$ cat src/rtl/issue_pkg.sv
// Shared types and default widths for the issue queue and its age selector.
package issue_pkg;

  localparam int IQ_TAG_W = 6;
  localparam int IQ_OP_W  = 8;

  typedef struct packed {
    logic                valid;
    logic [IQ_OP_W-1:0]  op;
    logic [IQ_TAG_W-1:0] dst;
    logic [IQ_TAG_W-1:0] src1;
    logic [IQ_TAG_W-1:0] src2;
    logic                rdy1;
    logic                rdy2;
  } iq_entry_t;

endpackage

$ cat src/rtl/iq_age_select.sv
// N-entry age matrix with oldest-eligible grant.
// age_q[i][j] = 1 means entry i is older than entry j. Bits belonging to
// invalid entries may be stale; the eligible mask hides them from select.
module iq_age_select #(
  parameter int DEPTH = 4
) (
  input  logic             clk,
  input  logic             reset,
  input  logic [DEPTH-1:0] alloc,     // one-hot entry written this edge, or zero
  input  logic [DEPTH-1:0] valid,     // entries still valid after this edge's issue
  input  logic [DEPTH-1:0] eligible,
  output logic [DEPTH-1:0] grant
);

  logic [DEPTH-1:0] age_q [DEPTH];
  logic [DEPTH-1:0] age_d [DEPTH];

  // A newly allocated entry is younger than every entry that survives the edge.
  always_comb begin
    for (int i = 0; i < DEPTH; i++) age_d[i] = age_q[i];
    for (int k = 0; k < DEPTH; k++) begin
      if (alloc[k]) begin
        age_d[k] = '0;
        for (int j = 0; j < DEPTH; j++) begin
          if (j != k) age_d[j][k] = valid[j];
        end
      end
    end
  end

  // Age matrix register.
  always_ff @(posedge clk or negedge reset) begin
    if (!reset) begin
      for (int i = 0; i < DEPTH; i++) age_q[i] <= '0;
    end else begin
      for (int i = 0; i < DEPTH; i++) age_q[i] <= age_d[i];
    end
  end

  // Grant the eligible entry that is older than every other eligible entry.
  always_comb begin
    for (int i = 0; i < DEPTH; i++) begin
      grant[i] = eligible[i];
      for (int j = 0; j < DEPTH; j++) begin
        if (j != i && eligible[j] && !age_q[i][j]) grant[i] = 1'b0;
      end
    end
  end

endmodule

$ cat src/rtl/issue_queue.sv
// Out-of-order issue queue: DEPTH entries, tag wakeup, oldest-ready issue.
// Optional statistics ports (occupancy, full_stalls) are built when the
// macro ISSUE_QUEUE_STATS_EN is defined; queue behaviour is unchanged.
module issue_queue
  import issue_pkg::*;
#(
  parameter int DEPTH = 4,
  parameter int TAG_W = IQ_TAG_W,
  parameter int OP_W  = IQ_OP_W
) (
  input  logic             clk,
  input  logic             reset,
  input  logic             flush,
  input  logic             disp_valid,
  output logic             disp_ready,
  input  logic [OP_W-1:0]  disp_op,
  input  logic [TAG_W-1:0] disp_dst,
  input  logic [TAG_W-1:0] disp_src1,
  input  logic [TAG_W-1:0] disp_src2,
  input  logic             disp_rdy1,
  input  logic             disp_rdy2,
  input  logic             wake_valid,
  input  logic [TAG_W-1:0] wake_tag,
  output logic             iss_valid,
  input  logic             iss_ready,
  output logic [OP_W-1:0]  iss_op,
  output logic [TAG_W-1:0] iss_dst
`ifdef ISSUE_QUEUE_STATS_EN
  ,
  output logic [$clog2(DEPTH+1)-1:0] occupancy,
  output logic [31:0]                full_stalls
`endif
);

  localparam int CNT_W = $clog2(DEPTH + 1);

  iq_entry_t        entry_q [DEPTH];
  iq_entry_t        entry_d [DEPTH];
  logic [DEPTH-1:0] valid_vec;
  logic [DEPTH-1:0] eligible;
  logic [DEPTH-1:0] grant;
  logic [DEPTH-1:0] alloc;
  logic [DEPTH-1:0] iss_clr;
  logic [CNT_W-1:0] occ;
  logic             free_seen;
  logic             disp_fire;
  logic             iss_fire;
  logic             cap_rdy1;
  logic             cap_rdy2;

  // Per-entry valid and eligibility from registered state.
  always_comb begin
    for (int i = 0; i < DEPTH; i++) begin
      valid_vec[i] = entry_q[i].valid;
      eligible[i]  = entry_q[i].valid && entry_q[i].rdy1 && entry_q[i].rdy2;
    end
  end

  // Occupancy count; an entry freed this cycle still counts until the edge.
  always_comb begin
    occ = '0;
    for (int i = 0; i < DEPTH; i++) occ = occ + CNT_W'(valid_vec[i]);
  end

  assign disp_ready = (occ < CNT_W'(DEPTH));
  assign disp_fire  = disp_valid && disp_ready;
  assign iss_valid  = |grant;
  assign iss_fire   = iss_valid && iss_ready;
  assign iss_clr    = grant & {DEPTH{iss_fire}};

  // Issue payload mux; grant is one-hot or zero, so OR-reduction is exact.
  always_comb begin
    iss_op  = '0;
    iss_dst = '0;
    for (int i = 0; i < DEPTH; i++) begin
      if (grant[i]) begin
        iss_op  = iss_op | entry_q[i].op;
        iss_dst = iss_dst | entry_q[i].dst;
      end
    end
  end

  // Lowest-index free entry; suppressed when no dispatch fires or on flush.
  always_comb begin
    alloc     = '0;
    free_seen = 1'b0;
    for (int i = 0; i < DEPTH; i++) begin
      if (!valid_vec[i] && !free_seen) begin
        alloc[i]  = 1'b1;
        free_seen = 1'b1;
      end
    end
    if (!disp_fire || flush) alloc = '0;
  end

  // A broadcast in the dispatch cycle is folded into the captured ready bits.
  assign cap_rdy1 = disp_rdy1 || (wake_valid && (wake_tag == disp_src1));
  assign cap_rdy2 = disp_rdy2 || (wake_valid && (wake_tag == disp_src2));

  // Entry update: wakeup, issue release, allocation, then flush override.
  always_comb begin
    for (int i = 0; i < DEPTH; i++) begin
      entry_d[i] = entry_q[i];
      if (entry_q[i].valid && wake_valid && !iss_clr[i]) begin
        if (entry_q[i].src1 == wake_tag) entry_d[i].rdy1 = 1'b1;
        if (entry_q[i].src2 == wake_tag) entry_d[i].rdy2 = 1'b1;
      end
      if (iss_clr[i]) entry_d[i].valid = 1'b0;
      if (alloc[i]) begin
        entry_d[i].valid = 1'b1;
        entry_d[i].op    = disp_op;
        entry_d[i].dst   = disp_dst;
        entry_d[i].src1  = disp_src1;
        entry_d[i].src2  = disp_src2;
        entry_d[i].rdy1  = cap_rdy1;
        entry_d[i].rdy2  = cap_rdy2;
      end
      if (flush) entry_d[i].valid = 1'b0;
    end
  end

  // Entry array register.
  always_ff @(posedge clk or negedge reset) begin
    if (!reset) begin
      for (int i = 0; i < DEPTH; i++) entry_q[i] <= '0;
    end else begin
      for (int i = 0; i < DEPTH; i++) entry_q[i] <= entry_d[i];
    end
  end

  iq_age_select #(
    .DEPTH (DEPTH)
  ) u_age_select (
    .clk      (clk),
    .reset    (reset),
    .alloc    (alloc),
    .valid    (valid_vec & ~iss_clr),
    .eligible (eligible),
    .grant    (grant)
  );

`ifdef ISSUE_QUEUE_STATS_EN
  logic [31:0] full_stalls_q;
  logic [31:0] full_stalls_d;

  // Saturating count of cycles a dispatch was refused; flush leaves it alone.
  always_comb begin
    full_stalls_d = full_stalls_q;
    if (disp_valid && !disp_ready && (full_stalls_q != 32'hFFFF_FFFF))
      full_stalls_d = full_stalls_q + 32'd1;
  end

  // Stall counter register.
  always_ff @(posedge clk or negedge reset) begin
    if (!reset) full_stalls_q <= '0;
    else        full_stalls_q <= full_stalls_d;
  end

  assign occupancy   = occ;
  assign full_stalls = full_stalls_q;
`endif

endmodule
$ cat config.mk
export PLATFORM = sky130hd
export DESIGN_NAME = issue_queue
export DESIGN_NICKNAME = d
export VERILOG_FILES = /design/src/rtl/issue_pkg.sv /design/src/rtl/iq_age_select.sv /design/src/rtl/issue_queue.sv
export SDC_FILE = /design/constraint.sdc
export NUM_CORES = 1
export LEC_CHECK = 0
export CAP_MARGIN = 20
export CORE_MARGIN = 1.5
export CORE_UTILIZATION = 40
export CTS_BUF_LIST = sky130_fd_sc_hd__clkbuf_16
export DETAILED_ROUTE_END_ITERATION = 6
export PLACE_DENSITY_LB_ADDON = 0.05
export SYNTH_ARGS = -nofsm -noshare
export SYNTH_HDL_FRONTEND = slang
export SYNTH_SLANG_ARGS = --single-unit
$ cat constraint.sdc
create_clock -name clk -period 5.1 [get_ports clk]
set_clock_uncertainty 0.1 [all_clocks]
set_input_delay 1.02 -clock clk [delete_from_list [all_inputs] [get_ports clk]]
set_output_delay 1.02 -clock clk [all_outputs]
set_load 0.02 [all_outputs]
==> qor.yml <==
clock_network:
  clk-insertion-delay-late_ps: 420
  cts_resized: 0
  clock-sinks: 128
  cts_tree: "yes"
  root_buffer: "clkbuf_16"
  ctsHoldBuffers: 0
  htreeDepth: 4
  cts_buffers: 17
  clk_pin_slew_worst_paths_ps: 60
  clk_path_buf_depth: 2
  post-cts-setup-buffers: 0
critical_path:
  crit_arrival_ps: 2880
  r2r_start: "entry_q[57]$_DFFE_PN0P_"
  cp.required_ps: 3980
  endpoint: "iss_valid"
  reg2reg_depth: 7
  critPathLaunch: "entry_q[86]$_DFFE_PN0P_"
  crit_path_end_kind: "primary output"
  r2r_slack_ps: 2010
  cp-start-kind: "flop"
  crit_fanout: 15
  rr_endpoint: "u_age_select.age_q[0]$_DFFE_PN0P_"
  timing_worst_setup_path_type: "flop to primary output"
drt:
  vias: 4680
  drc_errors: 7
  firstDrtPassIters: 7
  wirelength_mm: 16.1
  drtIter0Drc: 320
  avgRoutedWirePerCell_um: 18.0
  via_per_inst: 5.23
  ant_nets: 0
synthesis:
  synthFlopType: "dfrtp_1"
  yosysTopAreaCell: "dfrtp_1"
  synth_cell_types: 40
  syn-num-nets: 685
  synth_common_cells: "nand2_1 (261), dfrtp_1 (128), xnor2_1 (30), xor2_1 (30), a22oi_1 (29)"
  syn-instance-count: 644
  synth-seq-area-share_pct: 53.2
  ys_seq_elements: 128
  syn_area_um2: 6020
  avgSynthCellArea_um2: 9.35
  ys_warn_count: 0
  synth_area_leaders: "dfrtp_1 (53%), nand2_1 (16%), xnor2_1 (4.4%), xor2_1 (4.4%), a22oi_1 (3.6%)"
  yosysMostFrequentCell: "nand2_1"
  async_flop_share_pct: 100
  synth_top_area_share_pct: 53.2
  synth_edf_count: 0
finish:
  area_growth_pct: 23.1
  drive_gt1_share_pct: 10.4
  layout.nets: 738
  diodes: 0
  fillCellCount: 1384
grt:
  grt_pass1_wl_mm: 26.2
  grt_max_degree: 73
  grt_pass1_vias: 4799
  gr-total-overflow: 0
  grt_usage_pct: 21.9
  antenna_found_initial: 0
power:
  cellPowerDensity_nw_per_um2: 419
  p_leak_nw: 3.53
  peakVddDrop_v: 0.000263
run_status:
  status: "finished, violations left"
  violations: "design-rule violations"
floorplanning:
  die_area_um2: 15800
  core_area_um2: 14600
  ios: 56
  start_util_pct: 41.1
  rows: 44
  fp.dieH_um: 126
  die_width_um: 126
sta:
  clock.fmax_mhz: 250
  hold_viol: 0
  max-slew-margin-rel_pct: 28.9
  finalCritPeriodShare_pct: 78.5
  tightestPinTransition_ps: 1060
  slew_violations: 0
  period_minus_slack_ps: 4000
  rsz0062_at_grt: "false"
  final.setup.tns_ps: 0
  fin_ws_ps: 1100
  setup_viol: 0
hold_path:
  hp-class: "flop to flop"
place:
  gp_congestion: 0.815
  pre_cts_ws_ps: 1550
  dpl.hpwl_mm: 10.7
  io_buffers: 55
flow_run:
  drv_cap: 0
## placed cells by master (no fill, tap or decap), types with 5 or more instances in the layout
cell type	netlist	layout
nor3_2	4	5
nor4_1	8	8
xnor2_1	30	30
o21ai_1	5	5
clkdlybuf4s50_1	0	54
nor3_1	6	5
mux2_1	10	10
nand3_1	10	10
o21ai_0	7	7
xor2_1	30	30
nor2_1	13	13
buf_4	3	15
clkbuf_16	0	17
o22ai_1	5	5
mux2_2	16	16
nand2_1	261	261
dfrtp_1	128	128
a21oi_1	8	8
a22oi_1	29	29
nand4_1	9	9
## per-stage QoR
stage	utilization [%]	area (µm²)	std cells	total power, mW	hold WS [ps]
floorplan	-	6020	644	1.66	346
global placement	46.4	6790	862	1.84	357
CTS	50.6	7410	894	3.14	377
finish	50.6	7410	894	3.11	373
global route	50.6	7410	894	3.28	388
detailed placement	46.4	6790	862	1.86	363
## power breakdown
group	internal [mW]	total [mW]	switching [mW]
Combinational	0.218	0.484	0.267
Sequential	1.22	1.35	0.132
Clock	0.814	1.27	0.460
## logic make-up (layout without fill, tap and decap cells)
| logic type | Yosys count | after routing | share of synthesized area (%) |
|---|---|---|---|
| and+or+nand+nor | 321 | 321 | 22.2 |
| xor gates and xnor gates | 60 | 60 | 8.73 |
| AOI/OAI and AO/OA | 67 | 67 | 7.56 |
| adders and majority gates | 1 | 1 | 0.332 |
| muxes | 27 | 27 | 5.03 |
| buffers and inverters | 40 | 106 | 2.97 |
| DFF | 128 | 128 | 53.2 |
## registers in the layout, summed over array words and instances (netlist names)
register / flops
u_age_select.age_q: 12
entry_q: 116
## worst min path at each step
stage,from,end,slack (ps),cells after the start
after floorplan,entry_q[43]$_DFFE_PN0P_,entry_q[43]$_DFFE_PN0P_,350,2
after global placement,entry_q[53]$_DFFE_PN0P_,entry_q[53]$_DFFE_PN0P_,360,2
after detailed placement,entry_q[72]$_DFFE_PN0P_,entry_q[72]$_DFFE_PN0P_,360,2
after CTS,entry_q[72]$_DFFE_PN0P_,entry_q[72]$_DFFE_PN0P_,380,2
after global routing,entry_q[106]$_DFFE_PN0P_,entry_q[106]$_DFFE_PN0P_,390,2
final,entry_q[85]$_DFFE_PN0P_,entry_q[85]$_DFFE_PN0P_,370,2
## layer usage
metal / track usage (%) / part of all wire (%) / vias to the layer above
li1: - / - / 2241
met1: 27.1 / 43 / 2323
met2: 38.2 / 51 / 106
met3: 5.40 / 4.2 / 10
met4: 5.81 / 1.0 / 0
met5: 0 / 0 / -
## worst max-delay path: stages, from the launching register on
cell             delay (ps)
dfrtp_1                 590
nand3_1                 270
nor2_1                  240
nor3_2                   60
buf_4                   210
or4_1                   540
clkdlybuf4s50_1         550
## area by class of cell
type,count,area (µm²),share of cell area (%)
Sequential cell,128,3200,43.2
Multi-Input combinational cell,476,2670,36.0
Timing Repair Buffer,70,673,9.08
Clock buffer,17,425,5.74
Tap cell,184,230,3.11
Clock inverter,15,194,2.62
Inverter,4,15.0,0.203
(Power assumes the default switching activity.)
